[config.mk]
export PLATFORM = sky130hd
export DESIGN_NAME = arb_mux_rr
export DESIGN_NICKNAME = d
export VERILOG_FILES = /design/src/rtl/arb_mux_rr_pkg.sv /design/src/rtl/arb_mux_rr_arbiter.sv /design/src/rtl/arb_mux_rr.sv
export SDC_FILE = /design/constraint.sdc
export NUM_CORES = 1
export LEC_CHECK = 0
export ABC_AREA = 1
export CAP_MARGIN = 20
export CORE_AREA = 2 2 94 51
export CTS_BUF_LIST = sky130_fd_sc_hd__clkbuf_16
export DETAILED_ROUTE_END_ITERATION = 10
export DIE_AREA = 0 0 96 53
export DONT_BUFFER_PORTS = 1
export PLACE_DENSITY = 0.91
export SLEW_MARGIN = 20
export SYNTH_ARGS = -nofsm -noshare
export SYNTH_HDL_FRONTEND = slang
export SYNTH_SLANG_ARGS = --single-unit
export TNS_END_PERCENT = 100
[constraint.sdc]
create_clock -name clk_i -period 7 [get_ports clk_i]
set_input_delay 0.35 -clock clk_i [delete_from_list [all_inputs] [get_ports clk_i]]
set_output_delay 0.35 -clock clk_i [all_outputs]
set_load 0.01 [all_outputs]
[src/rtl/arb_mux_rr_pkg.sv]
// rtl/arb_mux_rr_pkg.sv - shared datapath constants and types for the arbitrating mux
package arb_mux_rr_pkg;

    localparam int DATA_W = 32;
    localparam int MAX_CH = 16;

    typedef logic [DATA_W-1:0] word_t;

endpackage

[src/rtl/arb_mux_rr_arbiter.sv]
// rtl/arb_mux_rr_arbiter.sv - round-robin / fixed-priority one-hot arbiter
module arb_mux_rr_arbiter
    import arb_mux_rr_pkg::*;
#(
    parameter int N          = 4,
    parameter int FIXED_PRIO = 0,
    parameter int SELW       = (N > 1) ? $clog2(N) : 1
) (
    input  logic [N-1:0]    req_i,
    input  logic [SELW-1:0] ptr_i,
    input  logic            en_i,
    output logic [N-1:0]    gnt_o,
    output logic [SELW-1:0] gnt_idx_o
);

    // Scan from the start channel, wrapping modulo N, and grant the first requester
    always_comb begin
        int              start;
        int              idx;
        logic            found;
        logic [SELW-1:0] idx_s;
        gnt_o     = '0;
        gnt_idx_o = '0;
        found     = 1'b0;
        idx       = 0;
        idx_s     = '0;
        start     = (FIXED_PRIO != 0) ? 0 : int'(ptr_i);
        // Pointer values beyond N-1 cannot occur; fall back to channel 0 anyway
        if (start >= N) begin
            start = 0;
        end
        for (int k = 0; k < MAX_CH; k++) begin
            if (k < N && !found) begin
                idx = start + k;
                if (idx >= N) begin
                    idx = idx - N;
                end
                idx_s = SELW'(idx);
                if (en_i && req_i[idx_s]) begin
                    found          = 1'b1;
                    gnt_o[idx_s]   = 1'b1;
                    gnt_idx_o      = idx_s;
                end
            end
        end
    end

endmodule

[src/rtl/arb_mux_rr.sv]
// rtl/arb_mux_rr.sv - N-channel arbitrating word mux with registered valid/ready output
module arb_mux_rr
    import arb_mux_rr_pkg::*;
#(
    parameter int WIDTH      = DATA_W,
    parameter int N          = 4,
    parameter int FIXED_PRIO = 0,
    parameter int SELW       = (N > 1) ? $clog2(N) : 1
) (
    input  logic               clk_i,
    input  logic               rst_n_i,
    input  logic [N-1:0]       in_valid_i,
    input  logic [N*WIDTH-1:0] in_data_i,
    output logic [N-1:0]       in_ready_o,
    output logic               out_valid_o,
    output logic [WIDTH-1:0]   out_data_o,
    output logic [SELW-1:0]    out_sel_o,
    input  logic               out_ready_i
);

    logic             out_valid_q, out_valid_d;
    logic [WIDTH-1:0] out_data_q,  out_data_d;
    logic [SELW-1:0]  out_sel_q,   out_sel_d;
    logic [SELW-1:0]  rr_ptr_q,    rr_ptr_d;

    logic             load;
    logic             arb_en;
    logic [N-1:0]     gnt;
    logic [SELW-1:0]  gnt_idx;
    logic [WIDTH-1:0] sel_data;

    // The output register can take a word when empty or being drained this cycle;
    // arbitration is also held off while reset is asserted so in_ready stays low
    assign load   = !out_valid_q || out_ready_i;
    assign arb_en = load && rst_n_i;

    arb_mux_rr_arbiter #(
        .N          (N),
        .FIXED_PRIO (FIXED_PRIO),
        .SELW       (SELW)
    ) u_arbiter (
        .req_i     (in_valid_i),
        .ptr_i     (rr_ptr_q),
        .en_i      (arb_en),
        .gnt_o     (gnt),
        .gnt_idx_o (gnt_idx)
    );

    assign in_ready_o = gnt;

    // AND-OR select from the one-hot grant so no out-of-range slice is ever formed
    always_comb begin
        sel_data = '0;
        for (int i = 0; i < N; i++) begin
            if (gnt[i]) begin
                sel_data = sel_data | in_data_i[i*WIDTH +: WIDTH];
            end
        end
    end

    // Next-state for the output register and the round-robin pointer
    always_comb begin
        out_valid_d = out_valid_q;
        out_data_d  = out_data_q;
        out_sel_d   = out_sel_q;
        rr_ptr_d    = rr_ptr_q;
        if (load) begin
            out_valid_d = |gnt;
            if (|gnt) begin
                out_data_d = sel_data;
                out_sel_d  = gnt_idx;
                if (FIXED_PRIO == 0) begin
                    rr_ptr_d = (gnt_idx == SELW'(N - 1)) ? '0 : gnt_idx + SELW'(1);
                end
            end
        end
    end

    // State registers; reset discards any pending word and rewinds the pointer
    always_ff @(posedge clk_i or negedge rst_n_i) begin
        if (!rst_n_i) begin
            out_valid_q <= 1'b0;
            out_data_q  <= '0;
            out_sel_q   <= '0;
            rr_ptr_q    <= '0;
        end else begin
            out_valid_q <= out_valid_d;
            out_data_q  <= out_data_d;
            out_sel_q   <= out_sel_d;
            rr_ptr_q    <= rr_ptr_d;
        end
    end

    assign out_valid_o = out_valid_q;
    assign out_data_o  = out_data_q;
    assign out_sel_o   = out_sel_q;

endmodule

# ---- Yosys cells after proc, flatten, opt, wreduce, memory -nomap -nowiden
# Cells that the tools add are included.
dict set report word_totals {
  ff_bits 37
  input_bits 135
  out_inout_bits 39
  elab_cells 91
}
dict set report op_classes {
  add_sub_neg 8
  order_cmp 12
  eq_ne 1
  n_mux 47
  n_bitwise 6
  n_reduce_logical 13
}
# op n
set ops {}
lappend ops {{32-bit two-way mux} 4}
lappend ops {{32-bit OR} 3}
lappend ops {{2-bit two-way mux} 15}
lappend ops {{4-bit two-way mux} 7}
lappend ops {{1-bit two-way mux} 13}
lappend ops {{2-bit by 3-bit less-than comparator with 1-bit output (second input constant)} 4}
lappend ops {{4-bit OR} 3}
lappend ops {{3-bit >= comparator (second input constant)} 3}
lappend ops {{1-bit logical AND} 9}
lappend ops {{1-bit binary-select mux with 2-bit select} 4}
lappend ops {{1-bit demux with 2-bit select} 4}
lappend ops {{2-bit by 1-bit >= comparator with 1-bit output (second input constant)} 4}
lappend ops {{2-bit by 1-bit subtractor with 2-bit output (second input constant)} 4}
lappend ops {{2-bit by 2-bit adder with 3-bit output (second input constant)} 2}
lappend ops {{4-bit OR reduction} 1}
lappend ops {{2-bit by 1-bit adder with 3-bit output (second input constant)} 1}
lappend ops {{2-bit by 3-bit >= comparator with 1-bit output (second input constant)} 1}
lappend ops {{2-bit by 1-bit adder with 2-bit output (second input constant)} 1}
lappend ops {{2-bit equality test (second input constant)} 1}
lappend ops {{2-bit AND reduction} 1}
lappend ops {{1-bit zero test} 1}
lappend ops {{1-bit logical OR} 1}

# ---- Logic depth before layout (Yosys ltp)
# Gate-level depths: netlist of the first run.
dict set report depth {
  word_depth 33
  depth_mapped 15
  depth_no_buf 15
}

# ---- Cells and area by module
# A second synthesis of the first run with hierarchy kept.
dict set report unflattened {
  cells_unflattened 549
  hier_area_um2 3163.0
}
# mod n_inst cells_each area_each_um2 seq_area_each_um2
set modules_own_cells {}
lappend modules_own_cells {arb_mux_rr 1 469 2687.6 925.9}
lappend modules_own_cells {arb_mux_rr_arbiter 1 80 475.5 0.0}

# ---- Worst setup path after synthesis of the first run
# Ideal clock, no wire load.
dict set report synth_timing {
  path_type {reg2out}
  from {register rr_ptr_q[0]}
  to {output in_ready_o[0]}
  arrival_time_ns 1.918
  t_required_ns 6.650
  path_slack_ns 4.732
  path_stages_with_launch 11
  n_path_buf 1
  path_cell_list {dfrtp_1 > inv_2 > ha_1 > inv_1 > nand3_1 > nand3_1 > nand3_1 > nor2_2 > nand2_1 > nand2_2 > buf_2}
}
dict set report synth_between {
  elab_chain_len 17
  elab_cells_between_ends 65
  cone_classes {add/sub: 7; order compare: 12; mux: 35; bitwise: 3; reduce/logical: 8}
}
# item line
set synth_lines {}
lappend synth_lines {{from (decl)} arb_mux_rr.sv:24} ;# logic [SELW-1:0] rr_ptr_q, rr_ptr_d;
lappend synth_lines {{from (signal assigned)} arb_mux_rr.sv:90} ;# rr_ptr_q <= rr_ptr_d;
lappend synth_lines {{2-bit by 1-bit adder with 3-bit output} arb_mux_rr_arbiter.sv:34} ;# idx = start + k;
lappend synth_lines {{3-bit >= comparator / 2-bit by 1-bit subtractor with 2-bit output (equally long branches)} {arb_mux_rr_arbiter.sv:35, arb_mux_rr_arbiter.sv:36}}
lappend synth_lines {{2-bit two-way mux} arb_mux_rr_arbiter.sv:35} ;# if (idx >= N) begin
lappend synth_lines {{2-bit two-way mux} arb_mux_rr_arbiter.sv:33} ;# if (k < N && !found) begin
lappend synth_lines {{2-bit by 3-bit less-than comparator with 1-bit output (not written as such) / 2-bit by 1-bit >= comparator with 1-bit output (equally long branches)} arb_mux_rr_arbiter.sv:41} ;# gnt_o[idx_s] = 1'b1;
lappend synth_lines {{1-bit logical AND (not written as such)} arb_mux_rr_arbiter.sv:41}
lappend synth_lines {{1-bit two-way mux (not written as such)} arb_mux_rr_arbiter.sv:41}
lappend synth_lines {{1-bit demux with 2-bit select} -}
lappend synth_lines {{4-bit OR (no source line)} -}
lappend synth_lines {{4-bit two-way mux} arb_mux_rr_arbiter.sv:39} ;# if (en_i && req_i[idx_s]) begin
lappend synth_lines {{4-bit two-way mux} arb_mux_rr_arbiter.sv:33}
lappend synth_lines {{4-bit OR (no source line)} -}
lappend synth_lines {{4-bit two-way mux} arb_mux_rr_arbiter.sv:39}
lappend synth_lines {{4-bit two-way mux} arb_mux_rr_arbiter.sv:33}
lappend synth_lines {{4-bit OR (no source line)} -}
lappend synth_lines {{4-bit two-way mux} arb_mux_rr_arbiter.sv:39}
lappend synth_lines {{4-bit two-way mux *} arb_mux_rr_arbiter.sv:33}
lappend synth_lines {{to (decl)} arb_mux_rr.sv:14} ;# output logic [N-1:0] in_ready_o,
# Every way passes the cells marked *; elsewhere a longest branch is shown, timed or not. The select of a mux whose other input is x is not followed.

# ---- Final worst setup path of the first run
dict set report layout_timing {
  from {register rr_ptr_q[0]}
  to {register rr_ptr_q[0]}
}
dict set report layout_between {
  elab_chain_len 19
  elab_cells_between_ends 77
  cone_classes {add/sub: 8; order compare: 12; eq/ne: 1; mux: 43; bitwise: 3; reduce/logical: 10}
}
# item line
set layout_lines {}
lappend layout_lines {{2-bit by 1-bit adder with 3-bit output} arb_mux_rr_arbiter.sv:34}
lappend layout_lines {{3-bit >= comparator / 2-bit by 1-bit subtractor with 2-bit output (equally long branches)} {arb_mux_rr_arbiter.sv:35, arb_mux_rr_arbiter.sv:36}}
lappend layout_lines {{2-bit two-way mux} arb_mux_rr_arbiter.sv:35}
lappend layout_lines {{2-bit two-way mux} arb_mux_rr_arbiter.sv:33}
lappend layout_lines {{2-bit by 3-bit less-than comparator with 1-bit output (not written as such) / 2-bit by 1-bit >= comparator with 1-bit output (equally long branches)} arb_mux_rr_arbiter.sv:41}
lappend layout_lines {{1-bit logical AND (not written as such)} arb_mux_rr_arbiter.sv:41}
lappend layout_lines {{1-bit two-way mux (not written as such)} arb_mux_rr_arbiter.sv:41}
lappend layout_lines {{1-bit demux with 2-bit select} -}
lappend layout_lines {{[4 not listed]} -}
lappend layout_lines {{4-bit two-way mux} arb_mux_rr_arbiter.sv:39}
lappend layout_lines {{4-bit two-way mux} arb_mux_rr_arbiter.sv:33}
lappend layout_lines {{4-bit OR (no source line)} -}
lappend layout_lines {{4-bit two-way mux} arb_mux_rr_arbiter.sv:39}
lappend layout_lines {{4-bit two-way mux *} arb_mux_rr_arbiter.sv:33}
lappend layout_lines {{net in_ready_o[2]} arb_mux_rr.sv:14}
lappend layout_lines {{4-bit OR reduction *} arb_mux_rr.sv:69} ;# if (|gnt) begin
lappend layout_lines {{2-bit AND reduction (no source line) *} -}
# The timed path passes the listed nets; every way through them passes the cells marked *. The select of a mux whose other input is x is not followed.
# A chain may end at the register's enable or synchronous reset.

==> results of run 1 <==
==> cells in the mapped netlist (all sizes together) <==
cell,number,area [um^2]
a21boi,1,11.3
buf,21,149
dfrtp,37,926
ha,6,75.1
inv,12,45.1
nand2,272,1040
nand3,57,340
nand4,1,6.26
nor2,45,189
o211ai,1,7.51
o21ai,1,5.00
==> worst max-delay path: stages, from the launching register on <==
cell                      delay, ns
sky130_fd_sc_hd__dfrtp_1       0.53
sky130_fd_sc_hd__inv_2         0.15
sky130_fd_sc_hd__ha_1          0.39
sky130_fd_sc_hd__inv_1         0.08
sky130_fd_sc_hd__nand3_1       0.10
sky130_fd_sc_hd__nand3_1       0.12
sky130_fd_sc_hd__nand3_1       0.22
sky130_fd_sc_hd__nor2_1        0.07
sky130_fd_sc_hd__nor2_1        0.11
sky130_fd_sc_hd__nand2_2       0.45
sky130_fd_sc_hd__nor2_4        0.96
sky130_fd_sc_hd__nand2_1       0.25
sky130_fd_sc_hd__nand2_1       0.15
sky130_fd_sc_hd__nand2_1       0.05
==> registers in the layout (all words and copies together), names as in the netlist <==
register     cells
out_sel_o        2
rr_ptr_q         2
out_valid_o      1
out_data_o      32
==> power by group <==
group | internal, mW | total [mW] | leakage [nW] | switching [mW]
Combinational | 0.326 | 1.05 | 1.15 | 0.726
Sequential | 0.343 | 0.492 | 0.448 | 0.150
Clock | 0.129 | 0.211 | 0.0748 | 0.0822
==> cell type report <==
type,instances,area [um^2],area share
Inverter,12,45.0,0.0156
Tap cell,57,71.3,0.0246
Sequential cell,37,926,0.320
Clock buffer,5,125,0.0432
Clock inverter,3,13.8,0.00476
Timing Repair Buffer,2,30.0,0.0104
Multi-Input combinational cell,384,1680,0.581
==> metal layers <==
metal  wire, um  vias to the layer above
met5          0                        -
met4         44                        0
met3        748                        6
met2       3540                      161
met1       3250                     1274
li1           -                     1378
==> cell families (layout without fill, tap and decap cells) <==
group | after synthesis | count (layout) | synth area share
compound gates | 3 | 3 | 0.00850
fa+ha+maj | 6 | 6 | 0.0268
buf+inv | 33 | 22 | 0.0693
flops | 37 | 37 | 0.331
simple gates | 375 | 375 | 0.564
==> final timing paths <==
kind                          startpoint        endpoint  slack, ns  cells past startpoint
min                        in_data_i[87]  out_data_o[23]       0.26                      4
max reg2reg                  rr_ptr_q[0]     rr_ptr_q[0]       3.22                     13
max in group asynchronous        rst_n_i  out_data_o[17]       6.29                      2
min in group asynchronous        rst_n_i  out_data_o[29]       0.52                      2
min reg2reg                out_data_o[7]   out_data_o[7]       0.58                      2
max                          rr_ptr_q[0]     rr_ptr_q[0]       3.22                     13
==> through the flow <==
step	setup slack, ns	util	std cells	hold WS (ns)
floorplan	4.73	-	454	0.0544
global placement	3.46	0.644	490	0.0555
detailed placement	3.34	0.644	490	0.0553
CTS	3.29	0.684	500	0.257
global route	2.83	0.684	500	0.260
finish	3.22	0.684	500	0.257
==> placed cells by master, fill, tap and decap left out <==
cell                            netlist  layout
sky130_fd_sc_hd__dlygate4sd3_1        0       1
sky130_fd_sc_hd__ha_1                 6       6
sky130_fd_sc_hd__o21ai_0              1       1
sky130_fd_sc_hd__nand2_1            265     265
sky130_fd_sc_hd__nand2_2              6       6
sky130_fd_sc_hd__nand2_4              1       1
sky130_fd_sc_hd__nand4_1              1       1
sky130_fd_sc_hd__nor2_1              41      41
sky130_fd_sc_hd__o211ai_1             1       1
sky130_fd_sc_hd__nor2_2               2       1
sky130_fd_sc_hd__clkbuf_16            0       5
sky130_fd_sc_hd__dfrtp_1             37      37
sky130_fd_sc_hd__nand3_1             46      46
sky130_fd_sc_hd__inv_1               10      11
sky130_fd_sc_hd__inv_2                2       2
sky130_fd_sc_hd__buf_12               0       1
sky130_fd_sc_hd__a21boi_2             1       1
sky130_fd_sc_hd__nand3_2             11      11
sky130_fd_sc_hd__nor2_4               2       3
sky130_fd_sc_hd__clkinv_2             0       2
==> what timing repair did <==
item / in CTS / in global routing
endpoints found under the hold margin: 37 / 0
resized for setup: 0 / 0
hold buffers: 2 / 0
setup endpoints to repair: 0 / 0
buffers inserted: 0 / 0
==> reports/results.env, run 1 <==
STATUS='complete, no violations'
CTSROOTBUFFERMASTER='sky130_fd_sc_hd__clkbuf_16'
CRITICAL_PATH_PEAK_FANOUT=38
P_PER_AREA_nW_PER_UM2=607
FINALSETUPVIOLATIONS=0
FINALWIRELENGTH_UM=7590
DR_VIAS=2819
VDD_DROP_MAX_mV=0.277
TRITONCTS='done'
YOSYS_REGISTER_BITS=37
IO_BUFFER_COUNT=0
COREAREA_UM2=4230
WORST_SETUP_PATH_START_KIND='flip-flop'
CTS_INSERTED_BUFFERS=5
CLOCKBUFFERDEPTH=2
CRITICAL_PATH_CLASS='reg -> reg'
FINAL_HOLD_VIOL_COUNT=0
NETS_FINISH=583
POSTSYNTHNETCOUNT=595
ANTENNA_FOUND_INITIAL=0
GRT_USE_TOTAL=0.298
CORE.ROWCOUNT=17
INITIAL_CORE_UTIL=0.661
PLACE_AREA_UM2=2730
NUM_ANTENNA_CELLS=0
YS_WARN_COUNT=0
TIMING.HOLD.WORST.CLASS='in -> reg'
CTS.HTREE.LEVELS=2
GRT_START_MAX_NET_PINS=39
DESIGN_POWER_TOTAL_mW=1.76
CRIT_ARRIVAL_NS=3.95
MET1_USAGE=0.401
FIRST_GLOBAL_VIAS=2399
POST-ROUTE-DRC-COUNT=0
FILLERS=384
FLOORPLAN.DIE_AREA_UM2=5090
USE_MET2=0.491
RSZ0062_AT_GRT='no'
FIRST_PASS_GRT_WIRE_LENGTH_UM=11400
IOPINCOUNT=174
DIE-WIDTH_UM=96
CTS.REPORTEDPATHS.CLKPINSLEW_NS=0.06
WORSTMARGINPINSLEW_NS=0.989
SYNTHESIZED_AREA_UM2=2800
AREA_GROWTH_PCT=3.44
END_KIND='flip-flop'
SEQ_AREA_FRAC_SYNTH=0.331
DRV.MAX_CAP_VIOLATION_COUNT=0
GRT_BUSIEST_LAYER='met2'
CLK-INSERTION-DELAY-LATE_NS=0.28
POSTSYNTHAREAPERCELL_UM2=6.16
NETLIST_INSTANCES=454
CTS.SINKS=37
WORST_CLOCK_SKEW_NS=0.00271
HPWLAFTERDP_UM=5270
GRTUSAGEMET3=0.0670
GRT_OVERFLOW_TOTAL=0
POST_SYNTH_CELL_TYPES=18
DRTPASS1ITERATIONS=5
PERIOD_NEEDED_NS=3.78
CRIT_REQUIRED_NS=7.17
FIN_TNS_SETUP_NS=0
CHIPHEIGHT_UM=53
MIN_PERIOD_OVER_PERIOD=0.540
GLOBALPLACE.CONGESTION=0.880
DRTANTENNAVIOLNETS=0
AVGROUTEDWIREPERCELL_UM=15.2
ROUTED_VIA_DENSITY=5.64
DRIVE_ABOVE_1_SHARE=0.0745
FIN_AREA_UM2=2890
DRT-INITIAL-DRC-COUNT=191
MAXSLEWHEADROOM=0.339
POWER.LEAKAGE_nW=1.67
FMAXACHIEVABLE_GHz=0.265
FINAL_MAX_SLEW_VIOL_COUNT=0
No activity file was read; power rests on OpenSTA's default activity.
==> run 2: changes to the inputs <==
--- a/config.mk
+++ b/config.mk
@@ -5,14 +5,14 @@
 export SDC_FILE = /design/constraint.sdc
 export NUM_CORES = 1
 export LEC_CHECK = 0
-export ABC_AREA = 1
+export ABC_AREA = 0
 export CAP_MARGIN = 20
-export CORE_AREA = 2 2 94 51
+export CORE_AREA = 2 2 107 57
 export CTS_BUF_LIST = sky130_fd_sc_hd__clkbuf_16
 export DETAILED_ROUTE_END_ITERATION = 10
-export DIE_AREA = 0 0 96 53
+export DIE_AREA = 0 0 109 59
 export DONT_BUFFER_PORTS = 1
-export PLACE_DENSITY = 0.91
+export PLACE_DENSITY = 0.88
 export SLEW_MARGIN = 20
 export SYNTH_ARGS = -nofsm -noshare
 export SYNTH_HDL_FRONTEND = slang
==> constraint.sdc (replaced) <==
create_clock -name clk_i -period 3.95 [get_ports clk_i]
set_input_delay 0.1975 -clock clk_i [delete_from_list [all_inputs] [get_ports clk_i]]
set_output_delay 0.1975 -clock clk_i [all_outputs]
set_load 0.01 [all_outputs]
==> run 2 against run 1 <==
Against the previous run:
- design area increased by 25%
- first-iteration DRC count increased by 84%
- via count increased by 23%
- register-to-register slack got worse by 2.6 ns
- critical path depth decreased by 4
- highest routed layer unchanged
- final cell count decreased by 1.2%
- critical endpoint is now out_sel_o[0]
- fmax increased by 14%
==> reports/results.env, run 2 <==
STATUS='complete, no violations'  # unchanged
YOSYS_REGISTER_BITS=37  # unchanged
PLACE_AREA_UM2=3440  # was 2730 um^2
HPWLAFTERDP_UM=6840  # was 5270 um
FIRST_GLOBAL_VIAS=3247  # was 2399
IOPINCOUNT=174  # unchanged
NETS_FINISH=561  # was 583
CP_MAX_DELAY_CELL='sky130_fd_sc_hd__or4_2'  # was sky130_fd_sc_hd__nor2_4
HOLDPATHSTAGES=2  # was 4
POST-ROUTE-DRC-COUNT=0  # unchanged
GRT_USE_TOTAL=0.321  # was 0.298
CHAIN_OF_CELLS_FORMING_THE_CRITICAL_PATH='inv_2, ha_1, mux4_2, nor4b_4, a22oi_4, nand3_2, or4_2, buf_4, o21a_1'  # was inv_2, ha_1, inv_1, nand3_1, nand3_1, nand3_1, nor2_1, nor2_1, nand2_2, nor2_4, nand2_1, nand2_1, nand2_1
IO_BUFFER_COUNT=0  # unchanged
SEQ_AREA_FRAC_SYNTH=0.267  # was 0.331
DRT-INITIAL-DRC-COUNT=352  # was 191
POST-SYNTH-TOP-AREA-CELL='sky130_fd_sc_hd__dfrtp_1'  # was sky130_fd_sc_hd__nand2_1
MULTI_INPUT_COMB_AREA_UM2=1830  # was 1680 um^2
MAXSLEWHEADROOM=0.604  # was 0.339
CTS.HTREE.LEVELS=2  # unchanged
DOMINANTREGCELLSYNTH='sky130_fd_sc_hd__dfrtp_1'  # unchanged
CTS.SINKS=37  # unchanged
FINAL_HOLD_VIOL_COUNT=0  # unchanged
TRITONCTS='done'  # unchanged
SYNTH.TOP_CELL.AREA_SHARE=0.267  # was 0.356
CTS_INSERTED_BUFFERS=5  # unchanged
FINALSETUPVIOLATIONS=0  # unchanged
CRIT_REQUIRED_NS=4.12  # was 7.17 ns
TIMING.HOLD.WORST.CLASS='in -> reg'  # unchanged
FILLERS=470  # was 384
SYNTHESIZED_AREA_UM2=3460  # was 2800 um^2
FINAL_MAX_SLEW_VIOL_COUNT=0  # unchanged
NUMBER_OF_ENABLE_TYPE_REGISTER_CELLS_IN_THE_SYNTHESIZED_NETLIST=0  # unchanged
MIN_FROM='in_data_i[67]'  # was in_data_i[87]
CTSROOTBUFFERMASTER='sky130_fd_sc_hd__clkbuf_16'  # unchanged
WORSTREG2REGSTART='rr_ptr_q[1]'  # was rr_ptr_q[0]
RRSETUPSLACK_NS=0.63  # was 3.22 ns
YOSYSMOSTFREQUENTCELL='sky130_fd_sc_hd__inv_1'  # was sky130_fd_sc_hd__nand2_1
POST_SYNTH_CELL_TYPES=43  # was 18
YS_WARN_COUNT=0  # unchanged
RSZ0062_AT_GRT='no'  # unchanged
END_KIND='flip-flop'  # unchanged
ANTENNA_FOUND_INITIAL=0  # unchanged
MAX_REG_FLOPS=32  # unchanged
DR_VIAS=3474  # was 2819
NETLIST_INSTANCES=436  # was 454
CRITICAL_PATH_CLASS='reg -> reg'  # unchanged
CLK-INSERTION-DELAY-LATE_NS=0.28  # about the same
CTSRESIZECOUNT=0  # unchanged
CORE.ROWCOUNT=19  # was 17
FINAL.SETUP.WORST_SLACK_NS=0.634  # was 3.22 ns
MOST-COMMON-LAYOUT-CELLS='130 x sky130_fd_sc_hd__inv_1, 96 x sky130_fd_sc_hd__a31oi_1, 37 x sky130_fd_sc_hd__mux2i_1, 37 x sky130_fd_sc_hd__dfrtp_1, 32 x sky130_fd_sc_hd__a2111oi_0'  # was 265 x sky130_fd_sc_hd__nand2_1, 46 x sky130_fd_sc_hd__nand3_1, 41 x sky130_fd_sc_hd__nor2_1
WORST_SETUP_PATH_START_KIND='flip-flop'  # unchanged
NUM_ANTENNA_CELLS=0  # unchanged
SYNTH.CELLS.MOST_FREQUENT='129 x sky130_fd_sc_hd__inv_1, 96 x sky130_fd_sc_hd__a31oi_1, 37 x sky130_fd_sc_hd__dfrtp_1, 37 x sky130_fd_sc_hd__mux2i_1, 32 x sky130_fd_sc_hd__a2111oi_0'  # was 265 x sky130_fd_sc_hd__nand2_1, 46 x sky130_fd_sc_hd__nand3_1, 41 x sky130_fd_sc_hd__nor2_1
P_PER_AREA_nW_PER_UM2=733  # was 607 nW/um^2
YOSYS-TOP-CELLS-AREA='sky130_fd_sc_hd__dfrtp_1 27%, sky130_fd_sc_hd__a31oi_1 17%, sky130_fd_sc_hd__inv_1 14%'  # was sky130_fd_sc_hd__nand2_1 36%, sky130_fd_sc_hd__dfrtp_1 33%, sky130_fd_sc_hd__nand3_1 8.2%
CTS.REPORTEDPATHS.CLKPINSLEW_NS=0.06  # about the same
LAYOUT.CELLS.MOST_COMMON='sky130_fd_sc_hd__inv_1'  # was sky130_fd_sc_hd__nand2_1
FMAXACHIEVABLE_GHz=0.302  # was 0.265 GHz
CRIT_ARRIVAL_NS=3.48  # was 3.95 ns
MIN_PERIOD_OVER_PERIOD=0.839  # was 0.540
DRIVE_ABOVE_1_SHARE=0.0903  # was 0.0745
AVGROUTEDWIREPERCELL_UM=21.2  # was 15.2 um
CLOCKBUFFERDEPTH=2  # unchanged
FIRST_PASS_GRT_WIRE_LENGTH_UM=15900  # was 11400 um
DRTPASS1ITERATIONS=6  # was 5
POWER.LEAKAGE_nW=1.85  # was 1.67 nW
VDD_DROP_MAX_mV=0.442  # was 0.277 mV
PERIOD_NEEDED_NS=3.32  # was 3.78 ns
DRTANTENNAVIOLNETS=0  # unchanged
INITIAL_CORE_UTIL=0.642  # was 0.661
GRT_OVERFLOW_TOTAL=0  # unchanged
FLOORPLAN.DIE_AREA_UM2=6430  # was 5090 um^2
SYNTH-ASYNC-RESET-RATIO=1.00  # unchanged
DRV.MAX_CAP_VIOLATION_COUNT=0  # unchanged
GRT_START_MAX_NET_PINS=38  # was 39
FINALWIRELENGTH_UM=10500  # was 7590 um
R2R_END='out_sel_o[0]'  # was rr_ptr_q[0]
HOLD-PATH-ENDPOINT='out_data_o[3]'  # was out_data_o[23]
CRITICAL-PATH-MAX-STAGE-DELAY_NS=0.71  # was 0.96 ns
FIN_TNS_SETUP_NS=0  # unchanged
POSTSYNTHNETCOUNT=577  # was 595
AREA_GROWTH_PCT=4.23  # was 3.44%
FIN_AREA_UM2=3610  # was 2890 um^2
POSTSYNTHAREAPERCELL_UM2=7.95  # was 6.16 um^2
CHIPHEIGHT_UM=59  # was 53 um
GLOBALPLACE.CONGESTION=0.923  # was 0.880
TIMING.HOLD.WS_NS=0.148  # was 0.257 ns
WORST-R2R-CELL-COUNT=9  # was 13
WORSTMARGINPINSLEW_NS=0.586  # was 0.989 ns
COREAREA_UM2=5400  # was 4230 um^2
ROUTED_VIA_DENSITY=7.03  # was 5.64
DIE-WIDTH_UM=109  # was 96 um
CRITICAL_PATH_PEAK_FANOUT=18  # was 38
WORST_CLOCK_SKEW_NS=0.00451  # was 0.00271 ns
FF_LATCH_AREA_UM2=926  # unchanged
PRECTSSETUPSLACK_NS=0.663  # was 3.34 ns
[run 2: cell count changes in the layout (fill, tap and decap cells not counted), sizes merged, moves of 32 or more]
| cell | before | now |
|---|---|---|
| a31oi | 0 | 96 |
| nand2 | 272 | 2 |
| inv | 13 | 132 |
| a2111oi | 0 | 32 |
| nand3 | 57 | 8 |
| mux2i | 0 | 37 |
| nor2 | 45 | 2 |
[run 2: where the power goes]
group	switching [mW]	leakage, nW	internal (mW)
Clock	0.152	0.0748	0.229
Sequential	0.161	0.484	0.522
Combinational	0.914	1.29	0.670
Total	1.23	1.85	1.42
[run 2: stage by stage]
step	utilization	power (mW)	std cells
after global routing	0.669	2.81	494
after global placement	0.638	2.18	484
after CTS	0.669	2.63	494
final	0.669	2.65	494
after floorplan	-	2.06	436
after detailed placement	0.638	2.22	484
[run 2: layout make-up]
type / count / share of cell area
well taps: 73 / 0.0253
clock inverters: 3 / 0.00381
clock buffers: 5 / 0.0347
multi-input cells: 229 / 0.507
flip-flops and latches: 37 / 0.256
repair buffers: 15 / 0.0353
inverters: 132 / 0.137
[run 2: cells by family after synthesis]
family,count (synthesis),synth area share
xor+xnor,1,0.00253
simple gates,37,0.0748
compound gates,142,0.293
mux,43,0.136
fa+ha+maj,6,0.0217
buf+inv,170,0.204
flops,37,0.267
[run 2: timing repair]
action,4_1_cts,5_1_grt
endpoints found under the hold margin,37,0
buffers inserted,0,0
hold buffers,2,0
[run 2: critical path: cells and delay by family (launching register included)]
| family | cells | cell delay, ns |
|---|---|---|
| mux | 1 | 0.38 |
| compound gates | 2 | 0.36 |
| simple gates | 3 | 1.04 |
| buf+inv | 2 | 0.38 |
| flops | 1 | 0.49 |
| fa+ha+maj | 1 | 0.53 |
[run 2: worst max path at each step]
stage                      startpoint            end  depth (start not counted)  slack [ns]
after global routing      rr_ptr_q[1]  out_data_o[6]                          9        0.44
after floorplan           rr_ptr_q[0]   out_sel_o[0]                         12        0.61
final                     rr_ptr_q[1]   out_sel_o[0]                          9        0.63
after CTS                 rr_ptr_q[1]  out_data_o[6]                          9        0.63
after detailed placement  rr_ptr_q[1]  out_data_o[6]                          9        0.66
after global placement    rr_ptr_q[1]   out_sel_o[0]                          9        0.77
[run 2: routing by layer]
layer | track usage | routed length (um) | vias to the layer above
li1 | - | - | 1521
met1 | 0.415 | 3960 | 1640
met2 | 0.536 | 4910 | 274
met3 | 0.0802 | 1320 | 39
met4 | 0.103 | 284 | 0
met5 | 0 | 0 | -
